$ cat config.mk
export PLATFORM = sky130hd
export DESIGN_NAME = clk_div_ctrl_flat
export DESIGN_NICKNAME = d
export VERILOG_FILES = /design/src/rtl/clk_div_ctrl_if.sv /design/src/rtl/clk_div_ctrl.sv /design/src/flat_wrapper.sv
export SDC_FILE = /design/constraint.sdc
export NUM_CORES = 1
export LEC_CHECK = 0
export ABC_AREA = 0
export BUFFER_PORTS_ARGS = -buffer_cell sky130_fd_sc_hd__buf_2
export CORE_ASPECT_RATIO = 1.25
export CORE_MARGIN = 2
export CORE_UTILIZATION = 30
export DETAILED_ROUTE_END_ITERATION = 7
export GPL_TIMING_DRIVEN = 0
export MAX_ROUTING_LAYER = met4
export PLACE_DENSITY_LB_ADDON = 0.3
export SYNTH_ARGS = -nofsm -noshare
export SYNTH_HDL_FRONTEND = slang
export SYNTH_SLANG_ARGS = --single-unit
$ cat constraint.sdc
create_clock -name mclk -period 6.7 [get_ports mclk]
set_input_delay 1.34 -clock mclk [delete_from_list [all_inputs] [get_ports mclk]]
set_output_delay 1.34 -clock mclk [all_outputs]
set_load 0.01 [all_outputs]
$ cat src/rtl/clk_div_ctrl_if.sv
// Handshake and clock-output bundle between the configuration logic and clk_div_ctrl.
interface clk_div_ctrl_if #(
  parameter int unsigned DIV_W = 8
) ();
  logic             en;
  logic             div_req;
  logic [DIV_W-1:0] div_val;
  logic             div_ack;
  logic             bclk;
  logic             bclk_rise;
  logic             running;

  modport master (
    output en, div_req, div_val,
    input  div_ack, bclk, bclk_rise, running
  );

  modport slave (
    input  en, div_req, div_val,
    output div_ack, bclk, bclk_rise, running
  );
endinterface

$ cat src/rtl/clk_div_ctrl.sv
// Programmable bclk divider: glitch-free start/stop and divisor changes,
// all taking effect only on period boundaries.
module clk_div_ctrl #(
  parameter int unsigned DIV_W   = 8,
  parameter int unsigned DIV_RST = 2
) (
  input  logic           mclk,
  input  logic           rst_n,
  clk_div_ctrl_if.slave  bus
);

  localparam logic [1:0] ST_STOPPED  = 2'd0;
  localparam logic [1:0] ST_RUN      = 2'd1;
  localparam logic [1:0] ST_STOPPING = 2'd2;

  localparam logic [DIV_W-1:0] DIV_RST_V = DIV_W'(DIV_RST);
  localparam logic [DIV_W-1:0] ONE       = DIV_W'(1);
  localparam logic [DIV_W-1:0] TWO       = DIV_W'(2);

  logic [1:0]       state_q, state_d;
  logic [DIV_W-1:0] cnt_q, cnt_d;
  logic [DIV_W-1:0] div_q, div_d;
  logic [DIV_W-1:0] pend_div_q, pend_div_d;
  logic             pend_q, pend_d;
  logic             bclk_q, bclk_d;
  logic             rise_q, rise_d;
  logic             ack_q, ack_d;
  logic             running_q, running_d;

  logic             wrap;
  logic             latch;
  logic [DIV_W-1:0] req_div;

  // High phase is ceil(D/2) cycles.
  function automatic logic [DIV_W-1:0] high_len(input logic [DIV_W-1:0] d);
    return d - (d >> 1);
  endfunction

  assign wrap    = (cnt_q == (div_q - ONE));
  assign latch   = bus.div_req && !pend_q && !ack_q;
  assign req_div = (bus.div_val < TWO) ? TWO : bus.div_val;

  always_comb begin
    state_d    = state_q;
    cnt_d      = cnt_q;
    div_d      = div_q;
    pend_d     = pend_q;
    pend_div_d = pend_div_q;
    bclk_d     = 1'b0;
    rise_d     = 1'b0;
    ack_d      = 1'b0;
    running_d  = 1'b0;

    if (latch) begin
      pend_d     = 1'b1;
      pend_div_d = req_div;
    end

    case (state_q)
      ST_STOPPED: begin
        cnt_d = '0;
        if (pend_q) begin
          div_d  = pend_div_q;
          pend_d = 1'b0;
          ack_d  = 1'b1;
        end
        if (bus.en) begin
          state_d   = ST_RUN;
          bclk_d    = 1'b1;
          rise_d    = 1'b1;
          running_d = 1'b1;
        end
      end

      ST_RUN, ST_STOPPING: begin
        if (wrap) begin
          cnt_d = '0;
          if (pend_q) begin
            div_d  = pend_div_q;
            pend_d = 1'b0;
            ack_d  = 1'b1;
          end
        end else begin
          cnt_d = cnt_q + ONE;
        end

        // Stopping only terminates at the wrap, so the last period is never cut short.
        if (bus.en)
          state_d = ST_RUN;
        else if ((state_q == ST_STOPPING) && wrap)
          state_d = ST_STOPPED;
        else
          state_d = ST_STOPPING;

        if (state_d != ST_STOPPED) begin
          running_d = 1'b1;
          bclk_d    = (cnt_d < high_len(div_d));
          rise_d    = (cnt_d == '0);
        end else begin
          cnt_d = '0;
        end
      end

      default: begin
        state_d = ST_STOPPED;
        cnt_d   = '0;
      end
    endcase
  end

  always_ff @(posedge mclk or negedge rst_n) begin
    if (!rst_n) begin
      state_q    <= ST_STOPPED;
      cnt_q      <= '0;
      div_q      <= DIV_RST_V;
      pend_div_q <= DIV_RST_V;
      pend_q     <= 1'b0;
      bclk_q     <= 1'b0;
      rise_q     <= 1'b0;
      ack_q      <= 1'b0;
      running_q  <= 1'b0;
    end else begin
      state_q    <= state_d;
      cnt_q      <= cnt_d;
      div_q      <= div_d;
      pend_div_q <= pend_div_d;
      pend_q     <= pend_d;
      bclk_q     <= bclk_d;
      rise_q     <= rise_d;
      ack_q      <= ack_d;
      running_q  <= running_d;
    end
  end

  assign bus.bclk      = bclk_q;
  assign bus.bclk_rise = rise_q;
  assign bus.div_ack   = ack_q;
  assign bus.running   = running_q;

endmodule

$ cat src/flat_wrapper.sv
// flat-port wrapper written by rule: the top's interface ports become plain ports
module clk_div_ctrl_flat 
#(
  parameter int unsigned DIV_W   = 8,
  parameter int unsigned DIV_RST = 2
)
  (mclk, rst_n, bus_en, bus_div_req, bus_div_val, bus_div_ack, bus_bclk, bus_bclk_rise, bus_running);
  clk_div_ctrl_if #(.DIV_W(DIV_W)) bus_i ();
  input  logic mclk;
  input  logic rst_n;
  input wire logic [$bits(bus_i.en)-1:0] bus_en;
  input wire logic [$bits(bus_i.div_req)-1:0] bus_div_req;
  input wire logic [$bits(bus_i.div_val)-1:0] bus_div_val;
  output wire logic [$bits(bus_i.div_ack)-1:0] bus_div_ack;
  output wire logic [$bits(bus_i.bclk)-1:0] bus_bclk;
  output wire logic [$bits(bus_i.bclk_rise)-1:0] bus_bclk_rise;
  output wire logic [$bits(bus_i.running)-1:0] bus_running;
  assign bus_i.en = bus_en;
  assign bus_i.div_req = bus_div_req;
  assign bus_i.div_val = bus_div_val;
  assign bus_div_ack = bus_i.div_ack;
  assign bus_bclk = bus_i.bclk;
  assign bus_bclk_rise = bus_i.bclk_rise;
  assign bus_running = bus_i.running;
  clk_div_ctrl #(.DIV_W(DIV_W), .DIV_RST(DIV_RST)) u_core (.mclk(mclk), .rst_n(rst_n), .bus(bus_i));
endmodule
# After elaboration in Yosys (flattened, before gate mapping)
# Index checks and enable logic that the tools add are counted.
[op_classes] mul=0 n_lt_le_gt_ge=2 muxes=28 n_eq_ne=4 n_shift=0 n_div=0 add_sub_neg=3 reduce_logical=10 bitwise_logic=0
[ops] op="8-bit 2-to-1 mux" n=8
[ops] op="8-bit one-hot mux with 2 select lines" n=1
[ops] op="1-bit one-hot mux with 2 select lines" n=5
[ops] op="1-bit 2-to-1 mux" n=9
[ops] op="8-bit by 1-bit adder with 8-bit output (second input constant)" n=1
[ops] op="8-bit == test" n=1
[ops] op="8-bit logical NOT" n=1
[ops] op="8-bit by 2-bit less-than comparator with 1-bit output (second input constant)" n=1
[ops] op="8-bit less-than comparator" n=1
[ops] op="2-bit 2-to-1 mux" n=4
[ops] op="8-bit by 1-bit subtractor with 8-bit output (second input constant)" n=1
[ops] op="8-bit by 7-bit subtractor with 8-bit output" n=1
[ops] op="2-bit one-hot mux with 2 select lines" n=1
[ops] op="2-bit nonzero test" n=2
[ops] op="1-bit logical AND" n=3
[ops] op="2-bit by 1-bit == test with 1-bit output (second input constant)" n=1
[ops] op="2-bit == test (second input constant)" n=1
[ops] op="1-bit logical NOT" n=2
[ops] op="2-bit logical NOT" n=1
[ops] op="2-bit inequality test (second input constant)" n=1
[ops] op="2-bit OR reduction" n=1
[totals] word_cells=56 register_bits=31 out_inout_bits=4 romBits=0 inputBits=12 ramBits=0 latchBits=0 memories=0

# Longest topological paths before layout
# Gate-level depths: netlist of run 1.
[depth] ltp_word=9 ltp_mapped=25 ltp_nobuf=24

# Worst setup path after synthesis of run 1
# Ideal clock, no wire load.
[synth_timing] path_type="register to register" start="register u_core.div_q[1]" end="register u_core.bclk_q, in the netlist u_core.bus.bclk" t_required_ns=6.618 stages_incl_launch_ff=26 n_path_buf=2 slack_ns=1.794 synth_period_minus_slack_ns=4.906 t_arrival_ns=4.824 setup_time_ns=0.082 cell_sequence="dfstp_2 -> inv_1 -> ha_1 -> or3_1 -> a31oi_1 -> and3_1 -> buf_2 -> nand3_4 -> buf_6 -> mux2i_1 -> inv_1 -> fa_1 -> inv_1 -> a21oi_1 -> o21bai_1 -> a21oi_1 -> maj3_1 -> mux2i_1 -> xnor2_1 -> ha_1 -> nor2b_1 -> o21ai_0 -> nand2b_1 -> a311oi_1 -> o21ai_0 -> o22ai_1"
[synth_between] elab_chain_len=9 elab_cells_between_ends=16 classes_between="add/sub: 2; order compare: 1; eq/ne: 1; mux: 10; reduce/logical: 2"
[synth_lines] element="start, declared" line="clk_div_ctrl.sv:22" source="logic [DIV_W-1:0] div_q, div_d;"
[synth_lines] element="start signal, assigned" line="clk_div_ctrl.sv:125" source="div_q <= div_d;"
[synth_lines] element="parallel branches: the longest is 7 deep, another holds 8-bit by 1-bit subtractor with 8-bit output"
[synth_lines] element="1-bit 2-to-1 mux (*)" line="clk_div_ctrl.sv:95" source="if (state_d != ST_STOPPED) begin"
[synth_lines] element="1-bit one-hot mux with 2 select lines (*)" line="clk_div_ctrl.sv:59" source="case (state_q)"
[synth_lines] element="net u_core.bclk_d" line="clk_div_ctrl.sv:25" source="logic bclk_q, bclk_d;"
[synth_lines] element="end signal, assigned" line="clk_div_ctrl.sv:128" source="bclk_q <= bclk_d;"
[synth_lines] element="end, declared" line="clk_div_ctrl.sv:25"
# Mark *: on every way through the listed nets, which the timed path passes. The select of a mux whose other input is x is not followed.
# A chain may end at the register's enable or synchronous reset.

# Worst setup path after layout of run 1
# Ends and elaborated chain as after synthesis.

==> results of run 1 <==
path summary, 6_finish.rpt:
path	slack, ns	cells past startpoint	start	end
min in group asynchronous	1.11	1	rst_n	u_core.div_q[0]$_DFFE_PN0P_
worst max register to register	1.10	25	u_core.div_q[1]$_DFFE_PN1P_	u_core.bus.bclk$_DFF_PN0_
worst min register to register	0.54	2	u_core.pend_div_q[1]$_DFFE_PN1P_	u_core.pend_div_q[1]$_DFFE_PN1P_
worst max-delay path	1.10	25	u_core.div_q[1]$_DFFE_PN1P_	u_core.bus.bclk$_DFF_PN0_
worst min-delay path	0.54	2	u_core.pend_div_q[1]$_DFFE_PN1P_	u_core.pend_div_q[1]$_DFFE_PN1P_
max in group asynchronous	5.12	1	rst_n	u_core.div_q[2]$_DFFE_PN0P_
registers in the layout, summed over array words and instances (netlist names):
signal	count
u_core.cnt_q	8
u_core.bus.div_ack	1
u_core.pend_q	1
u_core.bus.running	1
u_core.state_q	2
u_core.bus.bclk	1
u_core.pend_div_q	8
u_core.bus.bclk_rise	1
u_core.div_q	8
area by class of cell:
cell class                      instances  area share [%]
Buffer                                 11           2.000
Clock inverter                          1          0.1860
Sequential cell                        31           28.93
Inverter                               21           2.930
Timing Repair Buffer                   15           2.791
Multi-Input combinational cell        200           55.53
Tap cell                               95           4.419
Clock buffer                            7           3.209
critical path, stage by stage (launching register included):
cell,delay (ns)
dfstp_2,0.57
inv_1,0.07
ha_1,0.25
or3_1,0.38
a31oi_1,0.16
and3_1,0.17
buf_2,0.22
nand3_4,0.16
buf_6,0.21
mux2i_1,0.25
inv_1,0.10
fa_1,0.45
inv_1,0.07
a21oi_1,0.06
o21bai_1,0.22
a21oi_1,0.14
maj3_1,0.35
mux2i_1,0.17
xnor2_1,0.20
ha_1,0.30
nor2b_1,0.13
o21ai_0,0.13
nand2b_1,0.08
a311oi_1,0.29
o21ai_0,0.12
o22ai_1,0.23
cells in the final DEF (no fill, tap or decap), types with 3 or more instances in the layout:
cell type / netlist / layout
o21ai_1: 5 / 5
mux2_4: 5 / 5
inv_1: 18 / 18
a31oi_1: 6 / 6
ha_1: 17 / 17
o211ai_1: 3 / 3
a21oi_1: 17 / 17
xnor2_1: 15 / 15
nor2_1: 28 / 28
mux2i_1: 10 / 10
o21ai_0: 6 / 6
nor3_1: 3 / 3
nand2b_1: 7 / 7
nor2b_1: 5 / 5
inv_2: 3 / 3
dfrtp_1: 29 / 29
clkbuf_1: 6 / 7
buf_2: 4 / 19
maj3_1: 4 / 4
and3_1: 6 / 6
nand2_1: 10 / 10
clkbuf_8: 0 / 6
mux2_2: 7 / 7
xor2_1: 9 / 9
nand3_1: 7 / 7
stage by stage:
stage / power [mW] / cell area, µm² / cells
after floorplan: 1.150 / 2405 / 263
after global placement: 1.371 / 2599 / 373
after detailed placement: 1.388 / 2599 / 373
after CTS: 1.550 / 2690 / 381
after global routing: 1.696 / 2690 / 381
final: 1.537 / 2690 / 381
per-layer routing:
layer	wire length, µm	vias up	track usage (%)	part of all wire [%]
met1	2299	904	15.42	44
met2	2663	31	21.37	51
met3	117	12	2.143	2.2
met4	191	0	6.567	3.6
li1	-	959	-	-
met5	0	-	-	0
power groups by stage:
stage | clock, mW | combinational (mW) | sequential [mW]
global placement | 0 | 1.02 | 0.348
CTS | 0.159 | 1.05 | 0.346
finish | 0.153 | 1.04 | 0.345
detailed placement | 0 | 1.04 | 0.349
global route | 0.170 | 1.17 | 0.357
floorplan | 0 | 0.819 | 0.331
cell families after synthesis:
| group | after synthesis | synth area share, % |
|---|---|---|
| simple gates | 82 | 18.31 |
| compound gates | 50 | 13.16 |
| buf+inv | 32 | 5.515 |
| flops | 31 | 32.36 |
| xor+xnor | 24 | 8.741 |
| mux | 22 | 10.56 |
| fa+ha+maj | 22 | 11.34 |
==> results.cfg, run 1 <==
[logic_synthesis]
ys_top_cells_by_count = dfrtp_1, nor2_1, inv_1
synth.area.top_cells = dfrtp_1, ha_1, xnor2_1, nor2_1, mux2i_1
ys_async_sr_fraction_pct = 100.0
synth_cells = 263
synth-main-ff-cell = dfrtp_1
synth_seq_area_share_pct = 32.36
ys_types = 51
yosysTopAreaCell = dfrtp_1
synth.cell_area_um2 = 2405
yosysMostFrequentCell = dfrtp_1
synth_edf_count = 0
ys_warn_count = 0
syn_avg_cell_area_um2 = 9.144
synth_top_area_share_pct = 30.18
synth-seq-cells = 31
synth_fp_nets = 293

[pwr]
internal-power_uw = 817.5
power_leakage_nw = 1.284
pwr-share-seq_pct = 22.4
switching_power_uw = 719.3
p_clk_share_pct = 9.9
comb_power_share_pct = 67.6
ir_drop_uv = 258.1
power.density_nw_per_um2 = 571.3
switching_share_pct = 46.81

[timing]
slew_headroom_pct = 51.63
period_needed_ns = 5.597
min_period_over_period_pct = 83.54
setup_viol = 0
worst_slack_ns = 1.103
fmax_ghz = 0.1787
worst_pin_slew_ns = 0.7255
fin_hold_ws_ns = 0.5394
hold_viol = 0
rsz0062_at_grt = no
timing.setup.tns_ns = 0
drv_slew = 0
finClkSkew_ns = 0.01185

[routing]
drt_iter0_markers = 96
wire_per_inst_um = 13.84
wirelength_um = 5273
drc = 0
num_vias = 1906
avgViaCountPerCell = 5.003
drtPass1Iterations = 4
postRouteAntennaNets = 0

[setup_path]
cp_max_fo = 10
cp_data_arrival_time_ns = 5.79
worst_setup_path_start_kind = flip-flop
crit_type = reg2reg
endpoint_kind = flip-flop
crit_required_ns = 6.89

[floorplanning]
io_pins = 16
fp.dieArea_um2 = 8753
die_width_um = 84.08
core_um2 = 7792
num_rows = 36
fp.dieH_um = 104.1
start_util_pct = 30.86

[clocking]
clock_latency_ns = 0.28
cts_setup_buffers = 0
cts_made_buffers = 5
cts-resized-gates = 0
clkSinkCount = 31
cts_tree = done
hold_buffers = 0
path_clk_slew_ns = 0.07
clk_path_buf_depth = 2
cts_root_buffer = clkbuf_8
cts-htree-levels = 2

[finish]
fin_util_pct = 34.52
fin_nets = 315
fillers = 789
area_delta_synth_final_pct = 11.86
multi_input_area_um2 = 1494
seqCellArea_um2 = 778.2
diodes = 0
drive_above_1_share_pct = 17.13

[global_route]
antenna_found_initial = 0
grt_pass1_wl_um = 8866
grt_usage_pct = 13.07
grt_max_degree = 32
grt_pass1_vias = 1877
grt_overflow = 0

[placed_design]
place_ws_ns = 1.117
io_buffers = 15
dpl.hpwl_um = 4089
gp_congestion = 0.8538

[status]
status = finished clean

[min_path]
hold_class = reg2reg

[job]
cap_violations = 0
(Power assumes the default switching activity.)
==> run 2: changes to the inputs <==
ABC_AREA = 1   (was 0)
clock period = 4.5 ns   (was 6.7 ns; I/O delays follow)
==> run 2 against run 1 <==
Compared with the run above: clock skew down 0.0098 ns; largest cell class unchanged; global-route usage up 2.4 points; fmax up 38%; synthesized area up 4.4%; critical path type unchanged.
==> results.cfg, run 2 <==
[setup_path]
crit_path_end = u_core.bus.bclk$_DFF_PN0_
cp_data_arrival_time_ns = 4.23
crit_buf_inv = 5
max_stage_delay_ns = 0.54
ff2ff_path_depth = 27
reg2reg_to = u_core.bus.bclk$_DFF_PN0_
cp_max_fo = 10
cp.depth = 27
crit_type = reg2reg
rrSetupSlack_ns = 0.44
critPathSlowestCell = dfstp_2
crit_start = u_core.div_q[1]$_DFFE_PN1P_
rr_startpoint = u_core.div_q[1]$_DFFE_PN1P_
cpLargestDelayFamily = simple AND/OR/NAND/NOR gates
worst_setup_path_start_kind = flip-flop
endpoint_kind = flip-flop
crit_required_ns = 4.67
cp_common_cell = nand2_1

[pwr]
pwr-share-seq_pct = 21.8
ir_drop_uv = 398.7
finalPower_mw = 2.294
internal-power_mw = 1.103
power_leakage_nw = 1.445
power.density_nw_per_um2 = 809.3
switching_share_pct = 51.90
comb_power_share_pct = 69.0
p_clk_share_pct = 9.2
switching_power_mw = 1.190

[routing]
met1_length_um = 2655
met2_length_um = 3265
postRouteAntennaNets = 0
drtPass1Iterations = 4
num_vias = 2410
routed.top_layer = met4
route.met3.wl_um = 173
wirelength_um = 6284
wire_per_inst_um = 12.85
avgViaCountPerCell = 4.928
drc = 0
drt_iter0_markers = 143

[clocking]
cts-htree-levels = 2
cts_made_buffers = 5
cts_root_buffer = clkbuf_8
cts_tree = done
cts_setup_buffers = 0
clk_path_buf_depth = 2
clkSinkCount = 31
path_clk_slew_ns = 0.06
clock_latency_ns = 0.28

[logic_synthesis]
synth_edf_count = 0
synth.area.top_cells = dfrtp_1, nand2_1, ha_1, inv_1, o21ai_0
ys_async_sr_fraction_pct = 100.0
ys_top_cells_by_count = nand2_1, inv_1, nor2_1
ys_types = 36
synth-seq-cells = 31
synth.cell_area_um2 = 2511
synth-main-ff-cell = dfrtp_1
syn_avg_cell_area_um2 = 6.805
yosysTopAreaCell = dfrtp_1
synth_cells = 369
synth_fp_nets = 399
ys_warn_count = 0
yosysMostFrequentCell = nand2_1
synth_seq_area_share_pct = 30.99
synth_top_area_share_pct = 28.90

[global_route]
grt_usage_pct = 15.48
antenna_found_initial = 0
grt_overflow = 0
grt_pass1_wl_um = 10820
grt_pass1_vias = 2395
grt_max_degree = 32

[finish]
area_delta_synth_final_pct = 12.86
final_common_cell = nand2_1
diodes = 0
reg.largest.list = u_core.cnt_q: 8 flops, u_core.div_q: 8 flops, u_core.pend_div_q: 8 flops
fin_nets = 421
mostFrequentLayoutCells = nand2_1, inv_1, nor2_1
final_cells = 489
drive_above_1_share_pct = 15.82

[timing]
finClkSkew_ns = 0.002028
worst_pin_slew_ns = 0.7703
hold_viol = 0
fmax_ghz = 0.2465
timing.setup.tns_ns = 0
rsz0062_at_grt = no
setup_viol = 0
min_period_over_period_pct = 90.16
slew_headroom_pct = 48.25
drv_slew = 0
worst_slack_ns = 0.4427
period_needed_ns = 4.057

[placed_design]
dp_cells = 481
place_ws_ns = 0.1390
dpl.hpwl_um = 5018
io_buffers = 15
gp_congestion = 0.8634

[floorplanning]
io_pins = 16
fp.dieArea_um2 = 9123
die_width_um = 85.83
num_rows = 37
start_util_pct = 30.65
fp.dieH_um = 106.3
core_um2 = 8194

[job]
cap_violations = 0

[status]
status = finished clean

[min_path]
hold_class = reg2reg
[run 2: cell types whose count changed after synthesis, sizes merged, moves of 9 or more]
cell,previous run,this run
o21ai,11,36
nand3,9,19
mux2i,10,0
nor2,28,37
xnor2,15,3
mux2,12,0
nand2,10,114
inv,21,53
[run 2: layer usage]
layer	global-route usage (%)	vias to the layer above
li1	-	1235
met1	17.26	1116
met2	27.40	44
met3	2.252	15
met4	6.463	0
met5	-	-
[run 2: worst min-delay path by stage]
stage | cells past startpoint | slack, ns | startpoint | end
3_5_place_dp | 2 | 0.46 | u_core.pend_div_q[4]$_DFFE_PN0P_ | u_core.pend_div_q[4]$_DFFE_PN0P_
5_1_grt | 2 | 0.50 | u_core.pend_div_q[6]$_DFFE_PN0P_ | u_core.pend_div_q[6]$_DFFE_PN0P_
4_1_cts | 2 | 0.48 | u_core.pend_div_q[4]$_DFFE_PN0P_ | u_core.pend_div_q[4]$_DFFE_PN0P_
3_3_place_gp | 2 | 0.45 | u_core.pend_div_q[4]$_DFFE_PN0P_ | u_core.pend_div_q[4]$_DFFE_PN0P_
2_1_floorplan | 2 | 0.44 | u_core.pend_div_q[4]$_DFFE_PN0P_ | u_core.pend_div_q[4]$_DFFE_PN0P_
6_report | 2 | 0.47 | u_core.pend_div_q[4]$_DFFE_PN0P_ | u_core.pend_div_q[4]$_DFFE_PN0P_
[run 2: cells by family after synthesis]
kind of cell	count (synthesis)	synth area share (%)
simple gates	185	32.19
compound gates	63	14.15
buf+inv	62	9.915
flops	31	30.99
fa+ha+maj	18	9.267
xor+xnor	10	3.488
[run 2: through the flow]
stage / hold WS, ns / area, µm² / utilization [%]
after floorplan: 0.4422 / 2511 / -
after detailed placement: 0.4595 / 2708 / 33.04
final: 0.4688 / 2834 / 34.59
after CTS: 0.4763 / 2789 / 34.04
after global placement: 0.4545 / 2708 / 33.04
after global routing: 0.5032 / 2834 / 34.59
[run 2: power by group through the flow]
stage          sequential (mW)  combinational (mW)  clock, mW
2_1_floorplan            0.484                1.18          0
6_report                 0.500                1.58      0.212
5_1_grt                  0.516                1.84      0.228
3_3_place_gp             0.500                1.49          0
4_1_cts                  0.500                1.53      0.218
3_5_place_dp             0.504                1.52          0
[run 2: timing repair]
item / CTS / global route
endpoints found under the setup margin: 0 / 1
gates resized for setup: 0 / 14
hold buffers: 0 / 0
[run 2: worst min-delay path, cell delays in order (launching register included)]
cell	delay, ns
dfrtp_1	0.34
nand2_1	0.05
nand2_1	0.04
[run 2: area by class of cell]
class	instances	area, µm²
flip-flops and latches	31	778.2
well taps	97	121.4
multi-input cells	276	1523
plain buffers	9	56.30
inverters	53	198.9
clock inverters	1	5.005
fillers	887	5360
clock buffers	7	76.32
repair buffers	15	75.07
==> run 3: changes to the inputs <==
ABC_AREA = 0   (was 1)
ABC_CLOCK_PERIOD_IN_PS = 4500   (was default)
==> run 3 against run 2 <==
Compared with the run above: the flow now finishes with violations (negative setup slack); cell count shrank 20%; die area shrank 4.1%; clock skew grew 0.0072 ns.
==> results.cfg, run 3 (synthesis gave the netlist of run 1 again) <==
[status]
status = finished with violations
violations = negative setup slack

[clocking]
cts-htree-levels = 2
clkSinkCount = 31
cts_root_buffer = clkbuf_8
path_clk_slew_ns = 0.07
cts_made_buffers = 5
clk_path_buf_depth = 2
cts_tree = done
clock_latency_ns = 0.28

[placed_design]
dpl-instance-area_um2 = 2655
dpl.hpwl_um = 4193
io_buffers = 15
place_ws_ns = -0.6007
gp_congestion = 0.7965

[global_route]
grt_pass1_vias = 1944
antenna_found_initial = 0
grt_usage_pct = 13.78
grt_max_degree = 32
grt_overflow = 0
grt_pass1_wl_um = 9411

[timing]
rsz0062_at_grt = yes
drv_slew = 0
setup_viol = 1
hold_viol = 0
timing.setup.tns_ns = -0.2280
min_period_over_period_pct = 105.1
fmax_ghz = 0.2115
slew_headroom_pct = 51.27
period_needed_ns = 4.728
worst_pin_slew_ns = 0.7310
worst_slack_ns = -0.2280
finClkSkew_ns = 0.009254

[floorplanning]
core_um2 = 7792
io_pins = 16
num_rows = 36
fp.dieArea_um2 = 8753
fp.dieH_um = 104.1
die_width_um = 84.08
start_util_pct = 30.86

[routing]
postRouteAntennaNets = 0
num_vias = 1913
avgViaCountPerCell = 4.905
wire_per_inst_um = 14.03
drt_iter0_markers = 95
wirelength_um = 5471
drc = 0
drtPass1Iterations = 4

[finish]
drive_above_1_share_pct = 26.10
diodes = 0
fillers = 798
fin_nets = 324
mostFrequentLayoutCells = nor2_1, dfrtp_1, buf_2
final_area_um2 = 2874
reg.largest.list = u_core.cnt_q: 8 flops, u_core.div_q: 8 flops, u_core.pend_div_q: 8 flops
area_delta_synth_final_pct = 19.51
multi_input_area_um2 = 1605
seqCellArea_um2 = 779.5

[setup_path]
endpoint_kind = flip-flop
worst_setup_path_start_kind = flip-flop
cp_max_fo = 6
cp_data_arrival_time_ns = 4.93
crit_required_ns = 4.70
crit_type = reg2reg

[min_path]
hold_class = reg2reg

[job]
cap_violations = 0
[run 3: changes by cell type in the layout (fill, tap and decap cells not counted), sizes merged, moves of 6 or more]
cell	change
inv	-32
o21ai	-25
mux2	+12
nor2	-9
mux2i	+10
xnor2	+12
nand2b	+7
and3	+6
o22ai	-7
nand3	-10
a21oi	+7
buf	+11
nand2	-104
[run 3: final cells by class]
type                            instances  share of cell area [%]
Clock inverter                          1                  0.1741
Clock buffer                            7                   2.656
Inverter                               21                   2.743
Tap cell                               95                   4.136
Multi-Input combinational cell        200                   55.86
Buffer                                 11                   2.220
Timing Repair Buffer                   24                   5.094
Sequential cell                        31                   27.12
[run 3: final timing paths]
path                                                   from                          endpoint  slack, ns  depth (start not counted)
max                             u_core.div_q[1]$_DFFE_PN1P_         u_core.bus.bclk$_DFF_PN0_      -0.23                         25
min                        u_core.pend_div_q[1]$_DFFE_PN1P_  u_core.pend_div_q[1]$_DFFE_PN1P_       0.54                          2
max reg2reg                     u_core.div_q[1]$_DFFE_PN1P_         u_core.bus.bclk$_DFF_PN0_      -0.23                         25
min reg2reg                u_core.pend_div_q[1]$_DFFE_PN1P_  u_core.pend_div_q[1]$_DFFE_PN1P_       0.54                          2
max in group asynchronous                             rst_n       u_core.div_q[0]$_DFFE_PN0P_       3.32                          1
min in group asynchronous                             rst_n       u_core.div_q[0]$_DFFE_PN0P_       0.68                          1
[run 3: layer usage]
layer	GRT usage (%)	up-vias	share of wire, %
li1	-	974	-
met1	15.98	917	44
met2	24.32	15	54
met3	2.143	7	1.4
met4	4.147	0	1.4
met5	-	-	0
[run 3: what timing repair did]
item | 4_1_cts | 5_1_grt
pin swaps | 6 | 2
resized for setup | 10 | 5
endpoints found under the hold margin | 0 | 0
buffers inserted | 9 | 0
hold buffers | 0 | 0
setup endpoints to repair | 1 | 1
[run 3: worst max-delay path: stages, from the launching register on]
cell and delay (ns):
dfstp_2 0.54, inv_2 0.05, ha_4 0.17, or3_1 0.34
a31oi_1 0.14, and3_1 0.19, buf_6 0.11, nand3_4 0.10
buf_4 0.18, mux2_2 0.23, inv_2 0.04, fa_2 0.38
inv_1 0.06, a21oi_1 0.08, o21bai_2 0.15, a21oi_2 0.08
maj3_2 0.30, mux2i_1 0.17, xnor2_1 0.20, ha_1 0.30
nor2b_1 0.13, o21ai_1 0.13, nand2b_1 0.08, a311oi_2 0.21
o21ai_1 0.10, o22ai_1 0.16
[run 3: per-stage QoR]
step | hold WS [ns] | instances | utilization [%]
after floorplan | 0.4965 | 263 | -
after global placement | 0.5121 | 373 | 34.07
after detailed placement | 0.5290 | 373 | 34.07
after CTS | 0.5424 | 390 | 36.69
after global routing | 0.5811 | 390 | 36.88
final | 0.5409 | 390 | 36.88
Power of run 3 is left out: the tool's default activity adds up to more than one toggle a clock period on the data nets, which glitch-free logic cannot reach.
